`config.mk`:
```
export PLATFORM = sky130hd
export DESIGN_NAME = lcd_text_writer
export DESIGN_NICKNAME = d
export VERILOG_FILES = /design/src/rtl/lcd_text_writer.sv
export SDC_FILE = /design/constraint.sdc
export NUM_CORES = 1
export LEC_CHECK = 0
export BUFFER_PORTS_ARGS = -buffer_cell sky130_fd_sc_hd__buf_4
export CAP_MARGIN = 25
export CORE_MARGIN = 2
export CORE_UTILIZATION = 55
export DETAILED_ROUTE_END_ITERATION = 8
export GPL_TIMING_DRIVEN = 0
export PLACE_DENSITY = 0.73
export SLEW_MARGIN = 20
export SYNTH_ARGS = -nofsm -noshare
export SYNTH_HDL_FRONTEND = slang
export SYNTH_SLANG_ARGS = --single-unit
export TNS_END_PERCENT = 50
```
`constraint.sdc`:
```
create_clock -name clk -period 5.39 [get_ports clk]
set_input_delay 1.617 -clock clk [delete_from_list [all_inputs] [get_ports clk]]
set_output_delay 1.617 -clock clk [all_outputs]
set_load 0.005 [all_outputs]
```
`src/rtl/lcd_text_writer.sv`:
```
// Power-up/init sequencer and 32-character text writer for an HD44780-style LCD.
// Optional `LCD_CURSOR_BLINK_EN`: blinking cursor plus a final cursor-park write.
module lcd_text_writer #(
    parameter int unsigned POWERUP_CYCLES = 750000,
    parameter int unsigned SETUP_CYCLES   = 2,
    parameter int unsigned EN_CYCLES      = 12,
    parameter int unsigned WAIT_CYCLES    = 2500,
    parameter int unsigned CLEAR_CYCLES   = 100000
) (
    input  logic       clk,
    input  logic       reset,
    input  logic       refresh,
    output logic [4:0] rom_addr,
    input  logic [7:0] rom_data,
    output logic [7:0] lcd_data,
    output logic       lcd_rs,
    output logic       lcd_rw,
    output logic       lcd_en,
    output logic       lcd_on,
    output logic       busy,
    output logic       done
);

    // A zero-length phase would never terminate; clamp every duration to at least one clock.
    localparam int unsigned PWR_N   = (POWERUP_CYCLES == 0) ? 1 : POWERUP_CYCLES;
    localparam int unsigned SETUP_N = (SETUP_CYCLES == 0)   ? 1 : SETUP_CYCLES;
    localparam int unsigned EN_N    = (EN_CYCLES == 0)      ? 1 : EN_CYCLES;
    localparam int unsigned WAIT_N  = (WAIT_CYCLES == 0)    ? 1 : WAIT_CYCLES;
    localparam int unsigned CLEAR_N = (CLEAR_CYCLES == 0)   ? 1 : CLEAR_CYCLES;

    localparam int unsigned MAX_A = (PWR_N > SETUP_N) ? PWR_N : SETUP_N;
    localparam int unsigned MAX_B = (EN_N > WAIT_N) ? EN_N : WAIT_N;
    localparam int unsigned MAX_C = (MAX_A > MAX_B) ? MAX_A : MAX_B;
    localparam int unsigned MAX_N = (MAX_C > CLEAR_N) ? MAX_C : CLEAR_N;
    localparam int unsigned CNT_W = $clog2(MAX_N + 1);

    localparam logic [CNT_W-1:0] PWR_LAST   = CNT_W'(PWR_N - 1);
    localparam logic [CNT_W-1:0] SETUP_LAST = CNT_W'(SETUP_N - 1);
    localparam logic [CNT_W-1:0] EN_LAST    = CNT_W'(EN_N - 1);
    localparam logic [CNT_W-1:0] WAIT_LAST  = CNT_W'(WAIT_N - 1);
    localparam logic [CNT_W-1:0] CLEAR_LAST = CNT_W'(CLEAR_N - 1);
    localparam logic [CNT_W-1:0] CNT_ONE    = CNT_W'(1);

    // Write list index: 0..4 init + line-1 address, 5..20 line 1, 21 line-2 address, 22..37 line 2.
    localparam logic [5:0] STEP_CLEAR = 6'd2;
    localparam logic [5:0] STEP_LINE1 = 6'd4;
    localparam logic [5:0] STEP_LINE2 = 6'd21;
`ifdef LCD_CURSOR_BLINK_EN
    localparam logic [7:0] DISP_CTRL  = 8'h0F;
    localparam logic [5:0] LAST_STEP  = 6'd38;
`else
    localparam logic [7:0] DISP_CTRL  = 8'h0C;
    localparam logic [5:0] LAST_STEP  = 6'd37;
`endif

    typedef enum logic [2:0] {
        S_POWERUP,
        S_SETUP,
        S_PULSE,
        S_WAIT,
        S_IDLE
    } state_t;

    state_t           state_q, state_d;
    logic [CNT_W-1:0] cnt_q, cnt_d;
    logic [5:0]       step_q, step_d;
    logic [4:0]       rom_addr_q, rom_addr_d;
    logic [7:0]       lcd_data_q, lcd_data_d;
    logic             lcd_rs_q, lcd_rs_d;
    logic             lcd_en_q, lcd_en_d;
    logic             lcd_on_q, lcd_on_d;

    logic             load;
    logic [5:0]       load_step;
    logic [CNT_W-1:0] wait_last;

    function automatic logic is_char_step(input logic [5:0] s);
        return ((s >= 6'd5) && (s <= 6'd20)) || ((s >= 6'd22) && (s <= 6'd37));
    endfunction

    function automatic logic [7:0] cmd_byte(input logic [5:0] s);
        logic [7:0] b;
        case (s)
            6'd0:       b = 8'h38;
            6'd1:       b = DISP_CTRL;
            STEP_CLEAR: b = 8'h01;
            6'd3:       b = 8'h06;
            STEP_LINE1: b = 8'h80;
            STEP_LINE2: b = 8'hC0;
            6'd38:      b = 8'hCF;
            default:    b = 8'h00;
        endcase
        return b;
    endfunction

    always_comb begin
        state_d    = state_q;
        cnt_d      = cnt_q;
        step_d     = step_q;
        rom_addr_d = rom_addr_q;
        lcd_data_d = lcd_data_q;
        lcd_rs_d   = lcd_rs_q;
        lcd_en_d   = lcd_en_q;
        lcd_on_d   = 1'b1;
        load       = 1'b0;
        load_step  = step_q;
        wait_last  = (step_q == STEP_CLEAR) ? CLEAR_LAST : WAIT_LAST;

        case (state_q)
            S_POWERUP: begin
                if (cnt_q == PWR_LAST) begin
                    load      = 1'b1;
                    load_step = 6'd0;
                end else begin
                    cnt_d = cnt_q + CNT_ONE;
                end
            end
            S_SETUP: begin
                if (cnt_q == SETUP_LAST) begin
                    state_d  = S_PULSE;
                    cnt_d    = '0;
                    lcd_en_d = 1'b1;
                end else begin
                    cnt_d = cnt_q + CNT_ONE;
                end
            end
            S_PULSE: begin
                if (cnt_q == EN_LAST) begin
                    state_d  = S_WAIT;
                    cnt_d    = '0;
                    lcd_en_d = 1'b0;
                end else begin
                    cnt_d = cnt_q + CNT_ONE;
                end
            end
            S_WAIT: begin
                if (cnt_q == wait_last) begin
                    if (step_q == LAST_STEP) begin
                        state_d = S_IDLE;
                        cnt_d   = '0;
                    end else begin
                        load      = 1'b1;
                        load_step = step_q + 6'd1;
                    end
                end else begin
                    cnt_d = cnt_q + CNT_ONE;
                end
            end
            S_IDLE: begin
                if (refresh) begin
                    load       = 1'b1;
                    load_step  = STEP_LINE1;
                    rom_addr_d = '0;
                end
            end
            default: begin
                state_d = S_POWERUP;
                cnt_d   = '0;
            end
        endcase

        // Entering SETUP latches the bus; the ROM address advances right after a character is taken,
        // so it is settled long before the next character's SETUP edge.
        if (load) begin
            state_d  = S_SETUP;
            cnt_d    = '0;
            step_d   = load_step;
            lcd_en_d = 1'b0;
            if (is_char_step(load_step)) begin
                lcd_rs_d   = 1'b1;
                lcd_data_d = rom_data;
                rom_addr_d = rom_addr_q + 5'd1;
            end else begin
                lcd_rs_d   = 1'b0;
                lcd_data_d = cmd_byte(load_step);
            end
        end
    end

    always_ff @(posedge clk or posedge reset) begin
        if (reset) begin
            state_q    <= S_POWERUP;
            cnt_q      <= '0;
            step_q     <= '0;
            rom_addr_q <= '0;
            lcd_data_q <= '0;
            lcd_rs_q   <= 1'b0;
            lcd_en_q   <= 1'b0;
            lcd_on_q   <= 1'b0;
        end else begin
            state_q    <= state_d;
            cnt_q      <= cnt_d;
            step_q     <= step_d;
            rom_addr_q <= rom_addr_d;
            lcd_data_q <= lcd_data_d;
            lcd_rs_q   <= lcd_rs_d;
            lcd_en_q   <= lcd_en_d;
            lcd_on_q   <= lcd_on_d;
        end
    end

    assign rom_addr = rom_addr_q;
    assign lcd_data = lcd_data_q;
    assign lcd_rs   = lcd_rs_q;
    assign lcd_rw   = 1'b0;
    assign lcd_en   = lcd_en_q;
    assign lcd_on   = lcd_on_q;
    assign busy     = (state_q != S_IDLE);
    assign done     = (state_q == S_IDLE);

endmodule

```
==> flow_summary.yaml <==
outcome:
  status: "finished clean"
power_and_ir_drop:
  p_leak_uw: 0.00144
  p_per_area_nw_per_um2: 177
  share_comb_of_total_power_pct: 4.4
  p_switching_uw: 125
  intPower_uw: 456
  p_seq_share_pct: 59.0
  ir_drop_uv: 104
  p_clk_share_pct: 36.6
  swShare_pct: 21.5
  power_uw: 580
detailed_routing:
  wl_per_cell_um: 15.5
  vias: 2628
  drt_iter0_markers: 204
  firstDrtPassIters: 5
  drt_wl_total_um: 6870
  antenna_left: 0
  drc: 0
  viasPerCell: 5.92
global_route:
  top_usage_layer: "met2"
  grt_pass1_vias: 2472
  met3_usage_pct: 3.67
  grt_use_met1_pct: 37.0
  grtUsageTotal_pct: 25.5
  antenna_found_initial: 0
  use_met2_pct: 40.4
  grt_max_degree: 24
  grt_pass1_wl_um: 12100
  grt-ovfl-total: 0
worst_setup_path:
  worstPathCellList: "or4_4 -> or4_4 -> nor4_4 -> nor3_1 -> o31ai_1 -> clkbuf_1 -> clkbuf_1 -> o22ai_1"
  r2r-start: "cnt_q[5]"
  worstSetupPathType: "reg -> reg"
  crit_start: "cnt_q[5]"
  reg2reg_to: "cnt_q[1]"
  crit_end: "cnt_q[1]"
  cp_num_buf_inv: 2
  ff2ff_setup_slack_ns: 1.35
  crit_fanout: 10
  path_depth: 8
  arrival_ns: 4.20
  cp.required_ns: 5.55
  cpPeakStageDelay_ns: 0.81
  critPathSlowestCell: "o31ai_1"
  endpoint_kind: "flop"
  r2r_cells: 8
  critical_path.startpoint_type: "flop"
  crit_family: "simple AND/OR/NAND/NOR gates"
cells_and_area:
  finalNetCount: 391
  area_growth_pct: 14.3
  ff_latch_area_um2: 1130
  final_cell_mix: "nand2_1 (49), dfrtp_1 (45), nor2_1 (36), buf_4 (29), o21ai_1 (25)"
  final_common_cell: "nand2_1"
  multi_input_area_um2: 1650
  fin_util_pct: 64.7
  final_cells: 444
  n_antenna_cell: 0
  nFillCells: 461
  layout-drive-gt1-share_pct: 15.0
synth:
  ys_seq_area_share_pct: 39.2
  synth_nets: 355
  yosysTopAreaCellShare_pct: 39.2
  synth_top_area_cell: "dfrtp_1"
  syn-cell-area_um2: 2870
  synth-edff-count: 0
  syn_inst: 338
  ys_warn_count: 0
  synth.distinct_cells: 60
  async_flop_share_pct: 100
  synthTopCellsByArea: "dfrtp_1 (39%), nand2_1 (6.4%), nor2_1 (4.7%), o21ai_1 (4.4%), a21oi_1 (3.0%)"
  avgSynthCellArea_um2: 8.50
  ys.flop_type: "dfrtp_1"
  ys_ff_latch: 45
clock_network:
  cts_resized: 0
  ctsHoldBuffers: 0
  clockRootBuffer: "clkbuf_8"
  clock-sinks: 45
  cts_tree: "done"
  path_clk_slew_ns: 0.08
  insertion_delay_ns: 0.30
  numCtsBuffers: 5
  cts_setup_buffers: 0
  htree_num_levels: 2
  clk_path_buf_depth: 2
place:
  place_congestion: 0.851
  dp_hpwl_um: 5120
  dp.cells: 437
  port_buffers: 28
timing:
  fmax_mhz: 248
  finalHoldViolations: 0
  setup_viol: 0
  max-slew-margin-rel_pct: 33.8
  slew_violations: 0
  hold_slack_ns: 0.492
  fin_tns_setup_ns: 0
  fin_crit_sh_pct: 74.9
  tightest_slew_ns: 0.985
  rsz0062_at_grt: "false"
  min_period_ns: 4.04
  clock_skew_ns: 0.00619
min_path:
  hold_path.class: "reg -> reg"
floorplan:
  dieArea_um2: 5810
  die_x_um: 76.3
  coreArea_um2: 5070
  dieHeight_um: 76.3
  rows: 26
  io_pins: 30
  initial_core_util_pct: 56.6
job:
  maxCapViolCount: 0
-- stage by stage --
stage / instance area, µm² / worst slack (ns)
floorplan: 2870 / 1.99
global placement: 3170 / 1.38
detailed placement: 3200 / 1.43
CTS: 3280 / 1.39
global route: 3280 / 1.11
finish: 3280 / 1.35
-- cells in the mapped netlist (all sizes together), types with 3 or more instances --
| cell type | number |
|---|---|
| dfrtp | 45 |
| nor2 | 37 |
| a21o | 3 |
| nor4 | 5 |
| nand3b | 3 |
| o31ai | 6 |
| o21ai | 35 |
| or3 | 3 |
| nand3 | 18 |
| or4 | 4 |
| nand2 | 49 |
| and2 | 6 |
| nor3 | 5 |
| nor2b | 4 |
| o21bai | 3 |
| and3 | 13 |
| nand4 | 5 |
| clkbuf | 12 |
| a21oi | 17 |
| inv | 9 |
| nand2b | 8 |
| ha | 6 |
| xor2 | 4 |
| o22ai | 4 |
-- power by group through the flow --
stage	Sequential [µW]	Clock [µW]	Combinational (µW)
2_1_floorplan	349	0	9.51
3_3_place_gp	349	0	23.4
3_5_place_dp	349	0	26.7
4_1_cts	342	218	26.5
5_1_grt	343	232	29.6
6_report	342	212	25.8
-- final cells by class --
type	instances	share of cell area, %
Inverter	10	1.30
Clock buffer	7	2.63
Sequential cell	45	34.3
Multi-Input combinational cell	270	50.3
Buffer	13	1.60
Timing Repair Buffer	29	7.24
Tap cell	70	2.67
-- sequential cells by signal (all words and copies together), names as in the netlist --
name,flops
cnt_q,20
lcd_data,8
lcd_en,1
lcd_on,1
lcd_rs,1
rom_addr,5
state_q,3
step_q,6
-- layer usage --
metal,vias to the layer above,share of wire (%)
met3,8,3.6
met4,0,1.1
li1,1280,-
met2,70,48
met1,1270,48
met5,-,0
-- kinds of logic after synthesis --
logic type               count (synthesis)  synth area share, %
AND/OR/NAND/NOR                        167                 30.6
AO/OA/AOI/OAI                           86                 20.5
flip-flops                              45                 39.2
buffers and inverters                   23                 3.31
adder cells (fa/ha/maj)                  6                 2.61
XOR/XNOR                                 6                 1.83
multiplexers                             3                 1.66
other                                    2                0.262
-- worst min-delay path by stage --
stage / startpoint / to / slack [ns] / cells past startpoint
final: lcd_rs / lcd_rs / 0.49 / 1
after global routing: lcd_rs / lcd_rs / 0.51 / 1
after CTS: lcd_rs / lcd_rs / 0.49 / 1
after detailed placement: lcd_rs / lcd_rs / 0.48 / 1
after global placement: lcd_rs / lcd_rs / 0.46 / 1
after floorplan: lcd_rs / lcd_rs / 0.47 / 1
Power figures use the tool's default switching activity.
